<file path="config.mk">
export PLATFORM = sky130hd
export DESIGN_NAME = sync_event_capture_flat
export DESIGN_NICKNAME = d
export VERILOG_FILES = /design/src/rtl/sync_event_capture_if.sv /design/src/rtl/sync_event_capture.sv /design/src/flat_wrapper.sv
export SDC_FILE = /design/constraint.sdc
export NUM_CORES = 1
export LEC_CHECK = 0
export CORE_MARGIN = 8
export CORE_UTILIZATION = 50
export CTS_BUF_LIST = sky130_fd_sc_hd__clkbuf_16
export CTS_CLUSTER_DIAMETER = 80
export DETAILED_ROUTE_END_ITERATION = 8
export GPL_TIMING_DRIVEN = 0
export PLACE_DENSITY = 0.69
export SLEW_MARGIN = 20
export SYNTH_ARGS = -nofsm -noshare
export SYNTH_HDL_FRONTEND = slang
export SYNTH_SLANG_ARGS = --single-unit
</file>
<file path="constraint.sdc">
create_clock -name clk -period 11.55 [get_ports clk]
set_clock_uncertainty 0.2 [all_clocks]
set_input_delay 1.155 -clock clk [delete_from_list [all_inputs] [get_ports clk]]
set_output_delay 1.155 -clock clk [all_outputs]
set_load 0.01 [all_outputs]
</file>
<file path="src/rtl/sync_event_capture_if.sv">
// sync_event_capture_if: valid/ready event channel carrying channel index, edge type and timestamp
interface sync_event_capture_if #(
    parameter int CW   = 3,
    parameter int TS_W = 16
);
    logic            evt_valid;
    logic            evt_ready;
    logic [CW-1:0]   evt_chan;
    logic            evt_edge;
    logic [TS_W-1:0] evt_ts;
    modport master (output evt_valid, evt_chan, evt_edge, evt_ts, input evt_ready);
    modport slave  (input evt_valid, evt_chan, evt_edge, evt_ts, output evt_ready);
endinterface

</file>
<file path="src/rtl/sync_event_capture.sv">
// sync_event_capture: synchronizes async inputs, timestamps mode-selected edges and drains them round-robin
module sync_event_capture #(
    parameter int CHANNELS = 8,
    parameter int STAGES   = 2,
    parameter int TS_W     = 16,
    localparam int CW      = $clog2(CHANNELS)
) (
    input  logic                    clk,
    input  logic                    rst,
    input  logic                    ena,
    input  logic [CHANNELS-1:0]     async_in,
    input  logic [2*CHANNELS-1:0]   mode,
    output logic [CHANNELS-1:0]     level_out,
    output logic [CHANNELS-1:0]     overflow,
    input  logic                    ovf_clear,
    sync_event_capture_if.master    evt
);
    logic [STAGES-1:0][CHANNELS-1:0] sync_q;
    logic [CHANNELS-1:0]             prev, rise, fall, hit, pend, pend_edge, gnt, drop;
    logic [CHANNELS-1:0][TS_W-1:0]   pend_ts;
    logic [TS_W-1:0]                 ts;
    logic [CW-1:0]                   ptr, sel;
    logic                            found, load;
    int                              j;

    assign level_out = sync_q[STAGES-1];
    assign rise      = level_out & ~prev;
    assign fall      = ~level_out & prev;
    assign load      = !evt.evt_valid || evt.evt_ready;
    assign gnt       = (load && found) ? (CHANNELS'(1) << sel) : '0;
    assign drop      = hit & pend & ~gnt;

    // an edge qualifies only while enabled and selected by its channel's mode bits
    always_comb begin
        hit = '0;
        for (int i = 0; i < CHANNELS; i++)
            hit[i] = ena && ((rise[i] && mode[2*i]) || (fall[i] && mode[2*i+1]));
    end

    // round-robin search from ptr; walking offsets downward lets the nearest pending channel win
    always_comb begin
        found = 1'b0;
        sel   = '0;
        j     = 0;
        for (int k = CHANNELS-1; k >= 0; k--) begin
            j = int'(ptr) + k;
            if (j >= CHANNELS) j = j - CHANNELS;
            if (pend[j]) begin
                found = 1'b1;
                sel   = CW'(j);
            end
        end
    end

    // synchronizer chain, previous-level register and free-running timestamp
    always_ff @(posedge clk or posedge rst) begin
        if (rst) begin
            sync_q <= '0;
            prev   <= '0;
            ts     <= '0;
        end else begin
            sync_q <= {sync_q[STAGES-2:0], async_in};
            prev   <= level_out;
            if (ena) ts <= ts + 1'b1;
        end
    end

    // pending slots: a same-cycle grant frees the slot so a new event can replace it
    always_ff @(posedge clk or posedge rst) begin
        if (rst) begin
            pend      <= '0;
            pend_edge <= '0;
            pend_ts   <= '0;
        end else begin
            for (int i = 0; i < CHANNELS; i++) begin
                if (hit[i] && (!pend[i] || gnt[i])) begin
                    pend[i]      <= 1'b1;
                    pend_edge[i] <= rise[i];
                    pend_ts[i]   <= ts;
                end else if (gnt[i]) begin
                    pend[i] <= 1'b0;
                end
            end
        end
    end

    // sticky drop flags; a coincident drop overrides the clear
    always_ff @(posedge clk or posedge rst) begin
        if (rst) overflow <= '0;
        else     overflow <= (ovf_clear ? '0 : overflow) | drop;
    end

    // output register and round-robin pointer advance on each grant
    always_ff @(posedge clk or posedge rst) begin
        if (rst) begin
            evt.evt_valid <= 1'b0;
            evt.evt_chan  <= '0;
            evt.evt_edge  <= 1'b0;
            evt.evt_ts    <= '0;
            ptr           <= '0;
        end else if (load) begin
            evt.evt_valid <= found;
            if (found) begin
                evt.evt_chan <= sel;
                evt.evt_edge <= pend_edge[sel];
                evt.evt_ts   <= pend_ts[sel];
                ptr          <= (sel == CW'(CHANNELS-1)) ? '0 : sel + 1'b1;
            end
        end
    end
endmodule

</file>
<file path="src/flat_wrapper.sv">
// flat-port wrapper written by rule: the top's interface ports become plain ports
module sync_event_capture_flat 
#(
    parameter int CHANNELS = 8,
    parameter int STAGES   = 2,
    parameter int TS_W     = 16,
    localparam int CW      = $clog2(CHANNELS)
)
  (clk, rst, ena, async_in, mode, level_out, overflow, ovf_clear, evt_evt_valid, evt_evt_chan, evt_evt_edge, evt_evt_ts, evt_evt_ready);
  sync_event_capture_if #(.CW(($clog2((8)))), .TS_W(TS_W)) evt_i ();
  input  logic clk;
  input  logic rst;
  input  logic ena;
  input  logic [CHANNELS-1:0] async_in;
  input  logic [2*CHANNELS-1:0] mode;
  output logic [CHANNELS-1:0] level_out;
  output logic [CHANNELS-1:0] overflow;
  input  logic ovf_clear;
  output wire logic [$bits(evt_i.evt_valid)-1:0] evt_evt_valid;
  output wire logic [$bits(evt_i.evt_chan)-1:0] evt_evt_chan;
  output wire logic [$bits(evt_i.evt_edge)-1:0] evt_evt_edge;
  output wire logic [$bits(evt_i.evt_ts)-1:0] evt_evt_ts;
  input wire logic [$bits(evt_i.evt_ready)-1:0] evt_evt_ready;
  assign evt_evt_valid = evt_i.evt_valid;
  assign evt_evt_chan = evt_i.evt_chan;
  assign evt_evt_edge = evt_i.evt_edge;
  assign evt_evt_ts = evt_i.evt_ts;
  assign evt_i.evt_ready = evt_evt_ready;
  sync_event_capture #(.CHANNELS(CHANNELS), .STAGES(STAGES), .TS_W(TS_W)) u_core (.clk(clk), .rst(rst), .ena(ena), .async_in(async_in), .mode(mode), .level_out(level_out), .overflow(overflow), .ovf_clear(ovf_clear), .evt(evt_i));
endmodule
</file>
==> metrics.md <==
| Metric | Value |
|---|---|
| Result of the run | `finished clean` |
| Routability cong. | `0.885` |
| CTS H-tree depth | `1` |
| Highest fanout seen on the critical path | `10` |
| Crit path arrival time | `6120 ps` |
| Final Hold Violating Endpoints | `0` |
| Nets | `approximately 1,100` |
| Multiplexer fraction of the synthesized cell area | `about a fifth` |
| Number of max-cap violations | `0` |
| Multi-input gate area in the final layout | `around 5400 µm²` |
| Cell area reported after detailed placement | `12,500 µm²` |
| Number of remaining DRC errors | `0` |
| Net count of the mapped netlist | `between 1,000 and 1,500` |
| Floorplan Core Area | `22,500 µm²` |
| Number of standard cells in the final layout excluding fillers | `~1,400` |
| Sequential fraction of the synthesis area | `between 40% and 50%` |
| Remaining antenna violation count | `0` |
| Top-Level Pins | `66` |
| Slew of the pin with the lowest slew margin | `around 980 ps` |
| Hpwl dp | `around 22 mm` |
| First-pass GRT wire length | `50.4 mm` |
| Clock tree root buffer cell | `clkbuf_16` |
| Number of global-route vias before repair | `just under 9,000` |
| Final sum of negative setup slack | `0 ps` |
| Count of filler cells inserted in the layout | `roughly 1,800` |
| Area Growth Syn to Fin | `15.6%` |
| Largest area contributor in the synthesized netlist | `dfrtp_1` |
| Final standard cell area without fillers | `between 10,000 and 15,000 µm²` |
| Prevailing post-synth register cell | `dfrtp_1` |
| Relative slew slack | `around a third` |
| Average instance area after synthesis | `roughly 11 µm²` |
| Number of buffers inserted during clock tree synthesis | `24` |
| Worst hold-check path type | `register to register` |
| Count of endpoints failing setup in the final report | `0` |
| Required time at the endpoint of the critical path | `approximately 12,000 ps` |
| Antenna fix cells | `0` |
| Standard-cell rows | `55` |
| Max Slew Vio Count | `0` |
| Wirelength per Cell | `between 20 and 25 µm` |
| Fraction of the mapped netlist area in adder cells | `less than 1%` |
| Floorplan die area | `27,900 µm²` |
| Cell total after placement | `1,344` |
| Capturing element type of the critical path | `register` |
| Kind of start point of the critical path | `register` |
| Vias | `slightly below 9,000` |
| Footprint of the flip-flops and latches | `about 5400 µm²` |
| Bufs on Longest Clock Path | `3` |
| Share of flip-flops with an asynchronous set or reset after synthesis | `100%` |
| Cell area after synthesis | `roughly 11,000 µm²` |
| Overall routed net length | `about 32 mm` |
| CTS sink count | `about 220` |
| Post-route fraction of the period consumed by the critical path | `between 50 and 60%` |
| Starting density of the core | `50.7%` |
| Avg Vias per Cell | `about 6.4` |
| Simple-gate area share of the yosys netlist | `10.5%` |
| Hold bufs inserted after CTS | `0` |
| Initial antenna violation count | `0` |
| Worst Path Class, Setup | `register to register` |
| Die Wd | `between 150 and 200 µm` |
| Top cell type's share of synthesized area | `47.4%` |
| Synthesized-area fraction occupied by ao, oa, aoi and oai cells | `between 15 and 20%` |
| Number of iterations in the first detailed-routing pass | `6` |
| Residual overflow from global routing | `0` |
| Overall global routing resource usage | `between 20% and 30%` |
| Clock insertion delay at the later pin of the skew report | `about 520 ps` |
| TritonCTS clock tree | `built` |
| Cells after Synth | `about 1,000` |
| Post-CTS Setup Repair Bufs | `0` |
| Number of enable-type register cells in the synthesized netlist | `0` |
| Worst-path clk slew | `60 ps` |
| Setup repair after global routing missed its margin | `no` |
| Fraction of final layout cells with drive strength greater than 1 | `between 15 and 20%` |
| Total of buffers placed on input and output ports | `between 60 and 70` |
| Main combinational cell family by area after synthesis | `multiplexers` |
| Floorplan die height | `about 170 µm` |
| Maximum frequency from static timing analysis | `about 170 MHz` |
| FF+latch count, synth | `216` |
| Shortest clock period the worst path allows after layout | `just under 6000 ps` |
| Warnings, synthesis | `0` |
| # resized after CTS | `0` |
| Initial DRC Count | `700` |
| Cell types with the largest area share after synthesis | `dfrtp_1 47%, mux2_1 7.1%, mux2_2 6.1%` |
| Fraction of synthesized cell area in xor and xnor cells | `1.67%` |
| Unique masters post-synth | `73` |
| Largest net degree at the start of global routing | `just over 80` |
[critical path, cell delays in order, from the launching register on]
cell and delay, ps:
dfrtp_1 360, buf_6 140, clkbuf_1 360, inv_1 150, clkbuf_1 320, ha_1 420, buf_2 240, mux4_2 410
mux2_4 320, a311oi_2 230, o22ai_1 110, and4b_1 210, buf_6 140, nor2_1 220, clkbuf_1 550, nor2_1 360
clkbuf_1 390, a221oi_1 500, o211ai_1 160
[cell usage in the layout (no fill, tap or decap), types with 6 or more instances in the layout]
cell             count
o311ai_0            13
o22ai_1             13
mux2i_1             26
inv_1               38
or4_1               15
buf_1                6
clkinv_1             6
nor3_1              27
nor2b_1              9
o211ai_1            14
o21ai_0             18
buf_4               11
clkdlybuf4s50_1     64
a211o_1              6
a211oi_1             7
mux2_1              72
o221a_2             13
or3_1               15
nor2_1              33
o41ai_1             13
buf_2               12
nand3b_1            18
nand4_1              9
a21oi_1              7
mux2_4              11
a22oi_1              7
clkbuf_16           25
nand3_1              6
nand2_1             81
mux4_2              11
clkbuf_1            61
dfrtp_1            216
mux2_2              62
a221oi_1            29
xnor2_1             13
o32ai_1             29
[final timing paths]
path                                  start                    to  slack [ps]  depth (start not counted)
setup / recovery              u_core.ptr[0]  u_core.evt.evt_ts[3]        5590                         18
hold / removal             u_core.sync_q[0]   u_core.level_out[0]         150                          0
setup reg to reg              u_core.ptr[0]  u_core.evt.evt_ts[3]        5590                         18
hold reg to reg            u_core.sync_q[0]   u_core.level_out[0]         150                          0
max in group asynchronous               rst    u_core.pend_ts[10]        9500                          3
min in group asynchronous               rst        u_core.prev[6]         890                          2
[metal layers]
layer	vias to the layer above	track usage (%)	share of wire (%)
met2	389	36.3	47
met1	4474	30.0	42
met5	-	0	0
li1	3962	-	-
met4	0	6.97	2.5
met3	67	5.51	8.8
[layout make-up]
type / instances / share of cell area [%]
Buffer: 95 / 3.41
Clock buffer: 25 / 4.74
Clock inverter: 16 / 0.721
Inverter: 34 / 1.02
Multi-Input combinational cell: 648 / 41.1
Sequential cell: 216 / 41.0
Tap cell: 285 / 2.70
Timing Repair Buffer: 66 / 5.27
[through the flow]
| step | worst slack (ps) | util, % | hold slack, ps |
|---|---|---|---|
| final | 5590 | 58.6 | 148 |
| after global routing | 5310 | 58.6 | 152 |
| after CTS | 5670 | 58.6 | 151 |
| after detailed placement | 5690 | 55.4 | 137 |
| after global placement | 1450 | 55.1 | 133 |
| after floorplan | 4290 | - | 131 |
[state kept, by name (all words and copies together) (netlist names), 3 cells and up]
name	cells
u_core.pend_ts	128
u_core.evt.evt_ts	16
u_core.ts	16
u_core.level_out	8
u_core.overflow	8
u_core.pend	8
u_core.pend_edge	8
u_core.prev	8
u_core.sync_q	8
u_core.evt.evt_chan	3
u_core.ptr	3
[cells by family (layout without fill, tap and decap cells)]
family	count (synthesis)	after routing
and+or+nand+nor	229	229
DFF	216	216
AOI/OAI and AO/OA	213	213
muxes	183	183
buffers and inverters	129	236
xor gates and xnor gates	20	20
adders and majority gates	3	3
[synthesized netlist by cell type (14+ instances only)]
| cell | count |
|---|---|
| a221oi_1 | 29 |
| nand3b_1 | 18 |
| o21ai_0 | 18 |
| or4_1 | 15 |
| nor3_1 | 27 |
| o32ai_1 | 29 |
| o211ai_1 | 14 |
| or3_1 | 15 |
| mux2_2 | 62 |
| mux2_1 | 72 |
| clkbuf_1 | 61 |
| inv_1 | 33 |
| nand2_1 | 81 |
| dfrtp_1 | 216 |
| nor2_1 | 33 |
| mux2i_1 | 26 |
Power is left out: the tool's default activity adds up to more than one toggle a clock period on the data nets, which glitch-free logic cannot reach.
